$ cat src/rtl/riscv_pkg.sv
// Shared RV32 definitions for the front end: data width, canonical NOP,
// fetch FSM encoding and PC increment.
package riscv_pkg;

  localparam int unsigned XLEN = 32;

  localparam logic [XLEN-1:0] NOP_INST = 32'h0000_0013;
  localparam logic [XLEN-1:0] PC_STEP  = 32'd4;

  typedef enum logic [1:0] {
    S_REQ  = 2'd0,
    S_WAIT = 2'd1,
    S_HOLD = 2'd2
  } fetch_state_t;

endpackage

$ cat src/rtl/fetch_stage.sv
// Instruction fetch FSM plus IF/ID pipeline register with stall, redirect/flush
// and a one-entry hold buffer. `FETCH_PERF_CNT_EN adds fetch/stall counters.
module fetch_stage
  import riscv_pkg::*;
#(
  parameter logic [XLEN-1:0] RESET_PC = 32'h0000_0000,
  parameter logic [XLEN-1:0] NOP_INST = riscv_pkg::NOP_INST
) (
  input  logic            clk,
  input  logic            rst,
  output logic            imem_req_valid,
  output logic [XLEN-1:0] imem_req_addr,
  input  logic            imem_req_ready,
  input  logic            imem_rsp_valid,
  input  logic [XLEN-1:0] imem_rsp_data,
  input  logic            redirect_valid,
  input  logic [XLEN-1:0] redirect_pc,
  input  logic            id_stall,
  output logic            id_valid,
  output logic [XLEN-1:0] id_inst,
  output logic [XLEN-1:0] id_pc,
  output logic [XLEN-1:0] id_pc_plus4
`ifdef FETCH_PERF_CNT_EN
  ,
  output logic [31:0]     perf_fetched,
  output logic [31:0]     perf_stall_cycles
`endif
);

  fetch_state_t    state_q, state_d;
  logic [XLEN-1:0] pc_q, pc_d;
  logic [XLEN-1:0] inflight_pc_q, inflight_pc_d;
  logic            kill_q, kill_d;
  logic            drop_q, drop_d, drop_on_rst;
  logic [XLEN-1:0] hold_inst_q, hold_inst_d;
  logic [XLEN-1:0] hold_pc_q, hold_pc_d;
  logic            id_valid_q, id_valid_d;
  logic [XLEN-1:0] id_inst_q, id_inst_d;
  logic [XLEN-1:0] id_pc_q, id_pc_d;
  logic [XLEN-1:0] id_pc_plus4_q, id_pc_plus4_d;

  logic            rsp_live;
  logic            id_free;
  logic            load_en;
  logic [XLEN-1:0] load_inst;
  logic [XLEN-1:0] load_pc;

  always_comb begin
    state_d       = state_q;
    pc_d          = pc_q;
    inflight_pc_d = inflight_pc_q;
    kill_d        = kill_q;
    drop_d        = drop_q;
    hold_inst_d   = hold_inst_q;
    hold_pc_d     = hold_pc_q;
    id_valid_d    = id_valid_q;
    id_inst_d     = id_inst_q;
    id_pc_d       = id_pc_q;
    id_pc_plus4_d = id_pc_plus4_q;
    load_en       = 1'b0;
    load_inst     = imem_rsp_data;
    load_pc       = inflight_pc_q;

    imem_req_valid = (state_q == S_REQ);
    imem_req_addr  = pc_q;

    // drop_q marks a response still owed for a request that a reset abandoned
    rsp_live = imem_rsp_valid && !drop_q;
    if (imem_rsp_valid && drop_q) drop_d = 1'b0;
    drop_on_rst = imem_rsp_valid ? (drop_q && state_q == S_WAIT)
                                 : (drop_q || state_q == S_WAIT);

    id_free = !id_valid_q || !id_stall;
    if (id_valid_q && !id_stall) begin
      id_valid_d = 1'b0;
      id_inst_d  = NOP_INST;
    end

    unique case (state_q)
      S_REQ: begin
        if (imem_req_ready) begin
          inflight_pc_d = pc_q;
          state_d       = S_WAIT;
        end
      end
      S_WAIT: begin
        if (rsp_live) begin
          if (kill_q) begin
            kill_d  = 1'b0;
            state_d = S_REQ;
          end else if (id_free) begin
            load_en = 1'b1;
            pc_d    = inflight_pc_q + PC_STEP;
            state_d = S_REQ;
          end else begin
            hold_inst_d = imem_rsp_data;
            hold_pc_d   = inflight_pc_q;
            state_d     = S_HOLD;
          end
        end
      end
      S_HOLD: begin
        if (!id_stall) begin
          load_en   = 1'b1;
          load_inst = hold_inst_q;
          load_pc   = hold_pc_q;
          pc_d      = hold_pc_q + PC_STEP;
          state_d   = S_REQ;
        end
      end
      default: state_d = S_REQ;
    endcase

    if (load_en) begin
      id_valid_d    = 1'b1;
      id_inst_d     = load_inst;
      id_pc_d       = load_pc;
      id_pc_plus4_d = load_pc + PC_STEP;
    end

    // A response landing in the redirect cycle is the one being killed, so
    // no kill needs to be carried forward in that case.
    if (redirect_valid) begin
      load_en    = 1'b0;
      pc_d       = redirect_pc & ~32'h0000_0003;
      id_valid_d = 1'b0;
      id_inst_d  = NOP_INST;
      if ((state_q == S_WAIT && !rsp_live) ||
          (state_q == S_REQ && imem_req_ready)) begin
        kill_d  = 1'b1;
        state_d = S_WAIT;
      end else begin
        kill_d  = 1'b0;
        state_d = S_REQ;
      end
    end
  end

  always_ff @(posedge clk) begin
    if (rst) begin
      state_q       <= S_REQ;
      pc_q          <= RESET_PC;
      inflight_pc_q <= '0;
      kill_q        <= 1'b0;
      drop_q        <= drop_on_rst;
      hold_inst_q   <= '0;
      hold_pc_q     <= '0;
      id_valid_q    <= 1'b0;
      id_inst_q     <= NOP_INST;
      id_pc_q       <= '0;
      id_pc_plus4_q <= PC_STEP;
    end else begin
      state_q       <= state_d;
      pc_q          <= pc_d;
      inflight_pc_q <= inflight_pc_d;
      kill_q        <= kill_d;
      drop_q        <= drop_d;
      hold_inst_q   <= hold_inst_d;
      hold_pc_q     <= hold_pc_d;
      id_valid_q    <= id_valid_d;
      id_inst_q     <= id_inst_d;
      id_pc_q       <= id_pc_d;
      id_pc_plus4_q <= id_pc_plus4_d;
    end
  end

  assign id_valid    = id_valid_q;
  assign id_inst     = id_inst_q;
  assign id_pc       = id_pc_q;
  assign id_pc_plus4 = id_pc_plus4_q;

`ifdef FETCH_PERF_CNT_EN
  logic [31:0] perf_fetched_q, perf_fetched_d;
  logic [31:0] perf_stall_q, perf_stall_d;

  always_comb begin
    perf_fetched_d = perf_fetched_q;
    perf_stall_d   = perf_stall_q;
    if (load_en && perf_fetched_q != '1) perf_fetched_d = perf_fetched_q + 32'd1;
    if (id_valid_q && id_stall && perf_stall_q != '1) perf_stall_d = perf_stall_q + 32'd1;
  end

  always_ff @(posedge clk) begin
    if (rst) begin
      perf_fetched_q <= '0;
      perf_stall_q   <= '0;
    end else begin
      perf_fetched_q <= perf_fetched_d;
      perf_stall_q   <= perf_stall_d;
    end
  end

  assign perf_fetched      = perf_fetched_q;
  assign perf_stall_cycles = perf_stall_q;
`endif

endmodule

$ cat config.mk
export PLATFORM = sky130hd
export DESIGN_NAME = fetch_stage
export DESIGN_NICKNAME = d
export VERILOG_FILES = /design/src/rtl/riscv_pkg.sv /design/src/rtl/fetch_stage.sv
export SDC_FILE = /design/constraint.sdc
export NUM_CORES = 1
export LEC_CHECK = 0
export CAP_MARGIN = 20
export CORE_ASPECT_RATIO = 0.8
export CORE_MARGIN = 8
export CORE_UTILIZATION = 35
export DETAILED_ROUTE_END_ITERATION = 8
export GPL_TIMING_DRIVEN = 0
export PLACE_DENSITY = 0.6
export SETUP_SLACK_MARGIN = 0.1
export SLEW_MARGIN = 20
export SYNTH_ARGS = -nofsm -noshare
export SYNTH_HDL_FRONTEND = slang
export SYNTH_SLANG_ARGS = --single-unit
$ cat constraint.sdc
create_clock -name clk -period 5.25 [get_ports clk]
set_clock_uncertainty 0.15 [all_clocks]
set_input_delay 1.3125 -clock clk [delete_from_list [all_inputs] [get_ports clk]]
set_output_delay 1.3125 -clock clk [all_outputs]
set_load 0.03 [all_outputs]
---- After elaboration in Yosys (flattened, before gate mapping) ----
Cells that the tools add are included.
cells by class
  add/sub/neg operators ................... 3
  multiply operators ...................... 0
  divide/modulo/power cells ............... 0
  magnitude comparators ................... 0
  equal/unequal tests ..................... 11
  shift operators ......................... 0
  muxes and demuxes ....................... 34
  bitwise gates (word level) .............. 2
  reductions and logical operators ........ 27
operator list
  kind                                                                     number
  32-bit 2-to-1 mux                                                        11
  32-bit by 3-bit adder with 32-bit output, second input constant          3
  32-bit one-hot mux with 2 select lines                                   1
  1-bit 2-to-1 mux                                                         14
  2-bit 2-to-1 mux                                                         6
  3-bit inequality test, second input constant                             4
  5-bit AND reduction                                                      2
  2-bit nonzero test                                                       5
  2-bit inequality test, second input constant                             4
  1-bit logical AND                                                        6
  2-bit one-hot mux with 3 select lines                                    1
  1-bit zero test                                                          4
  2-bit AND reduction                                                      2
  4-bit AND reduction                                                      1
  1-bit logical OR                                                         3
  3-bit by 1-bit inequality test with 1-bit output, second input constant  1
  3-bit AND reduction                                                      1
  3-bit nonzero test                                                       1
  2-bit by 1-bit equality test with 1-bit output, second input constant    1
  2-bit equality test, second input constant                               1
  2-bit zero test                                                          1
  1-bit NOT                                                                2
  1-bit one-hot mux with 2 select lines                                    1
  2-bit OR reduction                                                       1
word-level totals
  register bits ........................... 229
  bits in latches ......................... 0
  memory bits (writable) .................. 0
  memory bits (read-only) ................. 0
  input port bits ......................... 70
  memories ................................ 0

---- Depth between registers and ports, before layout ----
Gate-level depths: netlist of run 1.
  depth after elaboration ................. 7
  depth in mapped cells ................... 15

---- Least setup slack after synthesis of run 1 ----
No wires, ideal clock.
  kind .................................... input to register
  start point ............................. input port id_stall
  end point ............................... register id_pc_plus4_q[26], in the netlist id_pc_plus4[26]
  library setup time ...................... 0.122 ns
  data arrival time ....................... 4.238 ns
  path slack .............................. 0.740 ns
  stages .................................. 14
  path buffers ............................ 6
  path through ............................ buf_2 -> nand2b_4 -> buf_6 -> buf_2 -> buf_2 -> clkbuf_1 -> buf_1 -> nand2_1 -> nand2_1 -> ha_1 -> nand2_1 -> nor3_2 -> a2111oi_0 -> a311o_1
on the way
  elaborated cells between the ends (all ways) .. 10
  those cells by class .................... add/sub (1); mux (7); reduce/logical (2)
RTL lines
  element                                   RTL line            text
  start: declaration                        fetch_stage.sv:18   input logic id_stall,
  32-bit 2-to-1 mux                         fetch_stage.sv:103  if (!id_stall) begin
  32-bit 2-to-1 mux                         fetch_stage.sv:79   unique case (state_q)
  via load_pc[3]                            fetch_stage.sv:46   logic [XLEN-1:0] load_pc;
  32-bit by 3-bit adder with 32-bit output  fetch_stage.sv:118  id_pc_plus4_d = load_pc + PC_STEP;
  end signal: assignment                    fetch_stage.sv:163  id_pc_plus4_q <= id_pc_plus4_d;
  end: declaration                          fetch_stage.sv:40   logic [XLEN-1:0] id_pc_plus4_q, id_pc_plus4_d;
The timed path passes the listed nets, and every way through them passes these cells.
A chain may end at the register's enable or synchronous reset.

---- Final worst setup path of run 1 ----
  start point ............................. input port id_stall
  end point ............................... register id_pc_plus4_q[30], in the netlist id_pc_plus4[30]
Same word-level chain as after synthesis.

==> metrics.txt, run 1 <==
outcome=completed; crit-path max FO=19; DR vias/cell=5.37; leading area contributor after synthesis=dfxtp_1; power per cell area=286 nW/um2; Yosys warning count=0; Worst VDD drop=0.176 mV; initial antenna violation count=0; commonest non-fill, non-tap cell in the layout=nand2_1; critical path's top delay family=buffers and inverters; register bit count reported by yosys=about 230; Post-synth ARST share=0%; RSZ-0062 raised after global routing=no; worst slew pin tran=1.03 ns; fin nets=1,719; EDFF count, synth=1; CTS tree=built; RR Startpoint=state_q[0]; CTS Buf Count=26; CTS clk-pin slew, worst paths=0.06 ns; Critical Path Source=id_stall; Placement Setup Slack=-0.572 ns; area delta synth->final=31.1%; Leak Pwr=0.00477 uW; Mapped Cells=1,421; simple-gate portion of the synthesized area=25.3%; crit path time final=slightly below 5 ns; number of global-route vias before repair=10,500; crit path kind=input port to flop; largest family of logic cells by synthesized area=simple AND/OR/NAND/NOR gates; max incr delay on CP=a little over 0.6 ns; final setup margin=0.318 ns; crit-path cells=buf_2, nand2b_4, buf_6, buf_2, buf_2, buf_1, nand2_1, nand2_1, ha_1, nand2_1, nor3_2, a2111oi_0, a311o_1; Slew Limit Fails=0; CTS Buffer Depth=3; dpl hpwl=32,200 um; critical path startpoint category=input port; syn avg cell area=7.70 um2; post-synth top area share=around two fifths; Worst R2R Setup Slack=~0.40 ns; Final setup viols=0; Worst EP arrival=5.20 ns; Critical Path Sink Type=flop; FP Rows=58; setup_tns=0 ns; largest cells by area after synthesis=dfxtp_1 41%, nand2_1 13%, a21oi_1 8.7%; Buf/Inv on CP=5; mux cell area share after synthesis=6.55%; grt ovf=0; post-synth cell types=69; Final Core Density=46.1%; ant diodes=0; die area=37,200 um2; Initial DRT Pass Iterations=6; syn nets=1,496; layout cells sized above 1=5.11%; Starting Density=35.2%; chip width=214 um; CTS H-Tree Depth=1; CTS root buf=clkbuf_16; first-pass GRT wire length=63,600 um; Boundary Pins=200; I/O Buffers=around 200; Hold Violations, Final=0; RD Place Congestion=0.904; wirelength, routed=around 42,000 um; Fmax=0.203 GHz; clk_lat worst skew=0.53 ns; Tot Pwr=4110 uW; mapped cell area=10,900 um2; Worst path slowest cell=nor3_2; Total GRT Usage=21.6%; Main synth FF type=dfxtp_1; Post-Synth Adder-Cell Area=0.572%; Synth Area in Compound Gates=18.9%; Die Ht=about 170 um; pin count of the biggest net entering global routing=20; starting DRC count in detailed routing=between 1,000 and 1,500; sequential share of the synthesized area=between 40% and 50%; core area=just over 30,000 um2; hold crit path type=flop to flop; max-cap violation count=0; Residual DRC=0; commonest non-fill, non-tap cells in the layout=369 x nand2_1, 226 x dfxtp_1, 196 x clkdlybuf4s50_1; Slew HR=31.2%; Post-CTS Setup Inserts=0; post-route ant nets=0; Hold Startpoint=id_pc_plus4[2]; Vias=11,200; clk sinks=227; DR WL/cell=20.0 um; Critical Path RT=about 5.5 ns; final period utilization=93.9%; Post-Synth XOR/XNOR Area=under 10%
[final timing paths]
kind	cells past startpoint	endpoint
worst max-delay path	13	id_pc_plus4[30]
worst min-delay path	2	id_pc_plus4[2]
worst max register to register	14	imem_req_addr[28]
worst min register to register	2	id_pc_plus4[2]
[worst min-delay path, delay by kind of cell (launching register included)]
family           cells  cell delay (ns)
flip-flops           1             0.31
AND/OR/NAND/NOR      2             0.10
[state kept, by name, summed over array words and instances, names as in the netlist]
| signal | count |
|---|---|
| hold_inst_q | 32 |
| hold_pc_q | 32 |
| id_inst | 32 |
| id_pc | 32 |
| imem_req_addr | 32 |
| inflight_pc_q | 32 |
| id_pc_plus4 | 30 |
| state_q | 2 |
| drop_q | 1 |
| id_valid | 1 |
| kill_q | 1 |
[cells in the mapped netlist, drive strengths merged (18+ instances only)]
library cell,n
o21ai,32
nor3,18
nor2,81
nand3,48
mux2i,60
xor2,18
a211oi,30
buf,25
nor2b,18
nand2,369
and3,24
clkbuf,90
a21oi,191
dfxtp,226
[report_power, final]
group          internal (uW)  switching (uW)
Sequential              1760            36.9
Clock                   1180             739
Combinational            151             242
[stage by stage]
stage / hold slack (ns) / instance area [um2] / std cells
floorplan: 0.287 / 10900 / 1421
global placement: 0.281 / 13400 / 2037
detailed placement: 0.293 / 13400 / 2037
CTS: 0.303 / 14400 / 2082
global route: 0.324 / 14400 / 2082
finish: 0.303 / 14400 / 2082
[cell families (layout without fill, tap and decap cells)]
logic type / after synthesis / in the layout
simple gates: 621 / 621
mux: 70 / 70
xor+xnor: 31 / 31
buf+inv: 125 / 366
fa+ha+maj: 5 / 5
flops: 227 / 227
compound gates: 342 / 342
[what timing repair did]
| item | in CTS | in global routing |
|---|---|---|
| hold buffers | 0 | 0 |
| endpoints found under the setup margin | 2 | 0 |
| gates resized for setup | 0 | 0 |
[layout make-up]
type	count	area [um2]
Multi-Input combinational cell	1069	5890
Sequential cell	227	4550
Inverter	10	37.5
Clock buffer	35	777
Tap cell	420	526
Fill cell	3058	16800
Buffer	114	464
Clock inverter	11	140
Timing Repair Buffer	196	1960
[layer usage]
layer,vias up,share of wire [%],global-route usage (%)
met3,59,9.5,5.53
met1,5227,48,32.1
met4,0,2.4,5.36
li1,5402,-,-
met2,496,40,30.3
met5,-,0,0
Note: power is estimated with default switching activity, not from simulation.
==> run 2: changes to the inputs <==
==> constraint.sdc (replaced) <==
create_clock -name clk -period 5.25 [get_ports clk]
set_clock_uncertainty 0.15 [all_clocks]
set_input_delay 1.575 -clock clk [delete_from_list [all_inputs] [get_ports clk]]
set_output_delay 1.575 -clock clk [all_outputs]
set_load 0.03 [all_outputs]
==> run 2 against run 1 <==
Critical path depth grew 1. Sequential cell count stayed put. Highest routed layer unchanged. Largest power group unchanged. Power about the same. First-iteration DRC count is 5.7% higher. Die area stayed put.
==> metrics.txt, run 2 (synthesis results as in run 1) <==
outcome=completed; CTS Buffer Depth=3; max-cap violation count=0; dpl hpwl=32,200 um; setup_tns=0 ns; Boundary Pins=200; DR vias/cell=5.33; FP Rows=58; Initial DRT Pass Iterations=5; crit-path max FO=10; Residual DRC=0; Worst EP arrival=5.10 ns; CTS Buf Count=26; clk_lat worst skew=0.53 ns; grt ovf=0; Vias=around 11,000; Hold Violations, Final=0; fin nets=roughly 1,700; Leak Pwr=0.00478 uW; crit-path cells=inv_1, ha_1, buf_6, clkbuf_1, buf_1, buf_2, mux2_2, ha_1, and2_1, clkbuf_1, nand3_2, nor4_1, xor2_1, o22ai_1; core area=approximately 31,000 um2; CTS H-Tree Depth=1; final period utilization=92.7%; Worst path slowest cell=buf_1; CTS tree=built; max incr delay on CP=0.57 ns; commonest non-fill, non-tap cells in the layout=369 x nand2_1, 226 x dfxtp_1, 196 x clkdlybuf4s50_1; RSZ-0062 raised after global routing=no; starting DRC count in detailed routing=1,160; I/O Buffers=196; ant diodes=0; final setup margin=0.385 ns; chip width=214 um; die area=37,200 um2; number of global-route vias before repair=10,500; Total GRT Usage=21.6%; Slew HR=30.3%; CTS root buf=clkbuf_16; DR WL/cell=between 15 and 20 um; commonest non-fill, non-tap cell in the layout=nand2_1; pin count of the biggest net entering global routing=20; layout cells sized above 1=5.12%; worst slew pin tran=about 1.0 ns; critical path startpoint category=flop; clk sinks=227; first-pass GRT wire length=63,600 um; Fmax=0.206 GHz; Final setup viols=0; critical path's top delay family=buffers and inverters; post-route ant nets=0; hold crit path type=flop to flop; Final Core Density=46.1%; Slew Limit Fails=0; crit path time final=4.87 ns; Die Ht=174 um; wirelength, routed=41,500 um; initial antenna violation count=0; crit path kind=flop to flop; Worst VDD drop=between 0.15 and 0.2 mV; RD Place Congestion=0.904; CTS clk-pin slew, worst paths=about 0.06 ns; Starting Density=35.2%; Critical Path Sink Type=flop; area delta synth->final=31.1%; Critical Path RT=5.48 ns; Placement Setup Slack=-0.835 ns; Buf/Inv on CP=6; power per cell area=286 nW/um2
run 2: metal layers:
| metal | part of all wire (%) | up-vias | track usage (%) |
|---|---|---|---|
| li1 | - | 5392 | - |
| met1 | 48 | 5174 | 32.1 |
| met2 | 40 | 460 | 30.3 |
| met3 | 9.4 | 59 | 5.53 |
| met4 | 2.5 | 0 | 5.36 |
| met5 | 0 | - | 0 |
run 2: layout make-up:
cell class / count / area (um2)
clock buffer: 35 / 777
buffer: 113 / 460
timing repair buffer: 196 / 1960
clock inverter: 11 / 140
fill: 3057 / 16800
multi-input combinational: 1069 / 5900
sequential: 227 / 4550
inverter: 10 / 37.5
tap: 420 / 526
run 2: metrics by stage:
stage	hold WS [ns]	cell area, um2	total power [uW]	cells
final	0.298	14400	4110	2081
after global routing	0.324	14400	4240	2081
after CTS	0.303	14400	4130	2082
after detailed placement	0.293	13400	2220	2037
after global placement	0.281	13400	2220	2037
after floorplan	0.287	10900	2030	1421
run 2: timing repair:
item,in CTS,in global routing
buffers inserted,0,0
endpoints found under the setup margin,7,2
gates resized for setup,0,1
hold buffers,0,0
run 2: worst paths after layout:
kind | from | end | slack (ns) | depth (start not counted)
worst max register to register | state_q[0] | imem_req_addr[28] | 0.38 | 14
worst min register to register | id_pc_plus4[2] | id_pc_plus4[2] | 0.30 | 2
worst max-delay path | state_q[0] | imem_req_addr[28] | 0.38 | 14
worst min-delay path | id_pc_plus4[2] | id_pc_plus4[2] | 0.30 | 2
run 2: worst min-delay path, cell delays in order (launching register included):
cell and delay (ns):
dfxtp_1 0.31, nand2_1 0.05, nand2_1 0.05
run 2: power by group:
part,internal (uW),switching [uW]
registers,1760,36.8
logic,151,242
clock network,1180,741
total,3090,1020
==> run 3: changes to the inputs <==
--- a/config.mk
+++ b/config.mk
@@ -9,11 +9,11 @@
 export CORE_ASPECT_RATIO = 0.8
 export CORE_MARGIN = 8
 export CORE_UTILIZATION = 35
+export CTS_CLUSTER_DIAMETER = 200
 export DETAILED_ROUTE_END_ITERATION = 8
 export GPL_TIMING_DRIVEN = 0
-export PLACE_DENSITY = 0.6
+export PLACE_DENSITY = 0.62
 export SETUP_SLACK_MARGIN = 0.1
-export SLEW_MARGIN = 20
 export SYNTH_ARGS = -nofsm -noshare
 export SYNTH_HDL_FRONTEND = slang
 export SYNTH_SLANG_ARGS = --single-unit
==> constraint.sdc (replaced) <==
create_clock -name clk -period 4 [get_ports clk]
set_clock_uncertainty 0.15 [all_clocks]
set_input_delay 1.2 -clock clk [delete_from_list [all_inputs] [get_ports clk]]
set_output_delay 1.2 -clock clk [all_outputs]
set_load 0.03 [all_outputs]
==> run 3 against run 2 <==
Die area is the same. Final cell count is essentially flat. Cell area is essentially flat. Sequential cell count is the same. Hold slack gained 0.0063 ns. Sequential share of layout area is essentially flat. Wire length grew 0.23%. Register-to-register slack lost 0.03 ns. Utilization is essentially flat. Via count grew 1.1%. Global-route usage shrank 0.090 points. Largest power group unchanged.
==> metrics.txt, run 3 (synthesis results as in run 1) <==
Boundary Pins=200; critical path startpoint category=input port; wirelength, routed=41,600 um; CTS H-Tree Depth=1; Total GRT Usage=a little over a fifth; layout cells sized above 1=5.95%; Slew Limit Fails=0; die area=37,200 um2; fin nets=1,719; ant diodes=0; pin count of the biggest net entering global routing=20; cts hold-fix bufs=0; RD Place Congestion=0.906; commonest non-fill, non-tap cell in the layout=nand2_1; Tot Pwr=5290 uW; Die Ht=174 um; worst slew pin tran=1.16 ns; number of global-route vias before repair=roughly 11,000; Filler Cell Count=3,061; Fmax=0.267 GHz; dpl hpwl=32,000 um; post-route ant nets=0; Residual DRC=0; clk sinks=227; Critical Path RT=4.28 ns; Final setup viols=0; area of the multi-input gates=~5900 um2; final setup margin=0.253 ns; register area=about 4600 um2; Leak Pwr=0.00479 uW; clk_lat worst skew=around 0.54 ns; Vias=11,200; post-route insts no fill=2,083; RR Startpoint=state_q[0]; initial antenna violation count=0; area delta synth->final=31.2%; CTS tree=built; first-pass GRT wire length=63,400 um; Worst R2R Setup Slack=between 0.3 and 0.4 ns; CTS clk-pin slew, worst paths=0.07 ns; Hold Startpoint=hold_inst_q[24]; max-cap violation count=0; Placement Setup Slack=-0.817 ns; power per cell area=around 370 nW/um2; CTS Buf Count=25; chip width=214 um; core area=31,100 um2; crit path kind=input port to flop; Worst EP arrival=4.02 ns; CTS Buffer Depth=3; final instance area=14,400 um2; I/O Buffers=about 200; outcome=completed; Worst VDD drop=0.205 mV; grt ovf=0; crit-path max FO=19; RSZ-0062 raised after global routing=no; starting DRC count in detailed routing=roughly 1,100; Starting Density=35.2%; Slew HR=22.4%; commonest non-fill, non-tap cells in the layout=368 x nand2_1, 226 x dfxtp_1, 196 x clkdlybuf4s50_1; crit path time final=3.75 ns; DR vias/cell=5.38; DR WL/cell=20.0 um; Critical Path Sink Type=flop; hold crit path type=flop to flop; Post-DP Area=13,500 um2; Hold Violations, Final=0; CTS root buf=clkbuf_16; final period utilization=93.7%; Initial DRT Pass Iterations=6; Critical Path Source=id_stall; dpl cells=2,038; FP Rows=58
[run 3: final timing paths]
check / depth (start not counted) / to
worst min register to register: 2 / hold_inst_q[24]
worst max-delay path: 13 / id_pc_plus4[22]
worst min-delay path: 2 / hold_inst_q[24]
worst max register to register: 14 / id_pc_plus4[22]
[run 3: critical path, stage by stage]
cell and delay, ns:
buf_2 0.22, nand2b_4 0.19, buf_6 0.17, buf_4 0.23, buf_4 0.32, buf_4 0.26, nand2_1 0.07, nand2_1 0.10
ha_1 0.24, nand2_2 0.18, nor4_1 0.43, mux2i_1 0.16, a31o_2 0.23
[run 3: timing repair]
action,CTS,global route
pin swaps,1,1
resized for setup,7,10
endpoints found under the setup margin,21,18
setup buffers,2,0
[run 3: report_power, final]
group,internal (uW),switching [uW],leakage (uW)
Clock,1410,1000,0.000418
Sequential,2310,48.8,0.00184
Combinational,198,320,0.00254
[run 3: per-stage QoR]
step | hold slack [ns] | setup TNS [ns] | utilization, %
final | 0.305 | 0 | 46.1
after global routing | 0.320 | 0 | 46.1
after CTS | 0.305 | 0 | 46.0
after detailed placement | 0.297 | -18.27 | 43.2
after global placement | 0.292 | -17.37 | 43.2
after floorplan | 0.287 | 0 | -
[run 3: final cells by class]
type / instances / area share, %
multi-input cells: 1069 / 41.2
flip-flops and latches: 227 / 31.7
repair buffers: 199 / 13.8
clock buffers: 25 / 4.36
well taps: 420 / 3.66
plain buffers: 112 / 3.35
clock inverters: 21 / 1.59
inverters: 10 / 0.261
[run 3: per-layer routing]
metal,global-route usage (%),routed length [um],vias up,part of all wire [%]
met1,33.0,19900,5269,48
met2,30.1,16800,489,40
met4,3.76,665,0,1.6
met3,4.82,4140,45,10
met5,0,0,-,0
li1,-,-,5404,-
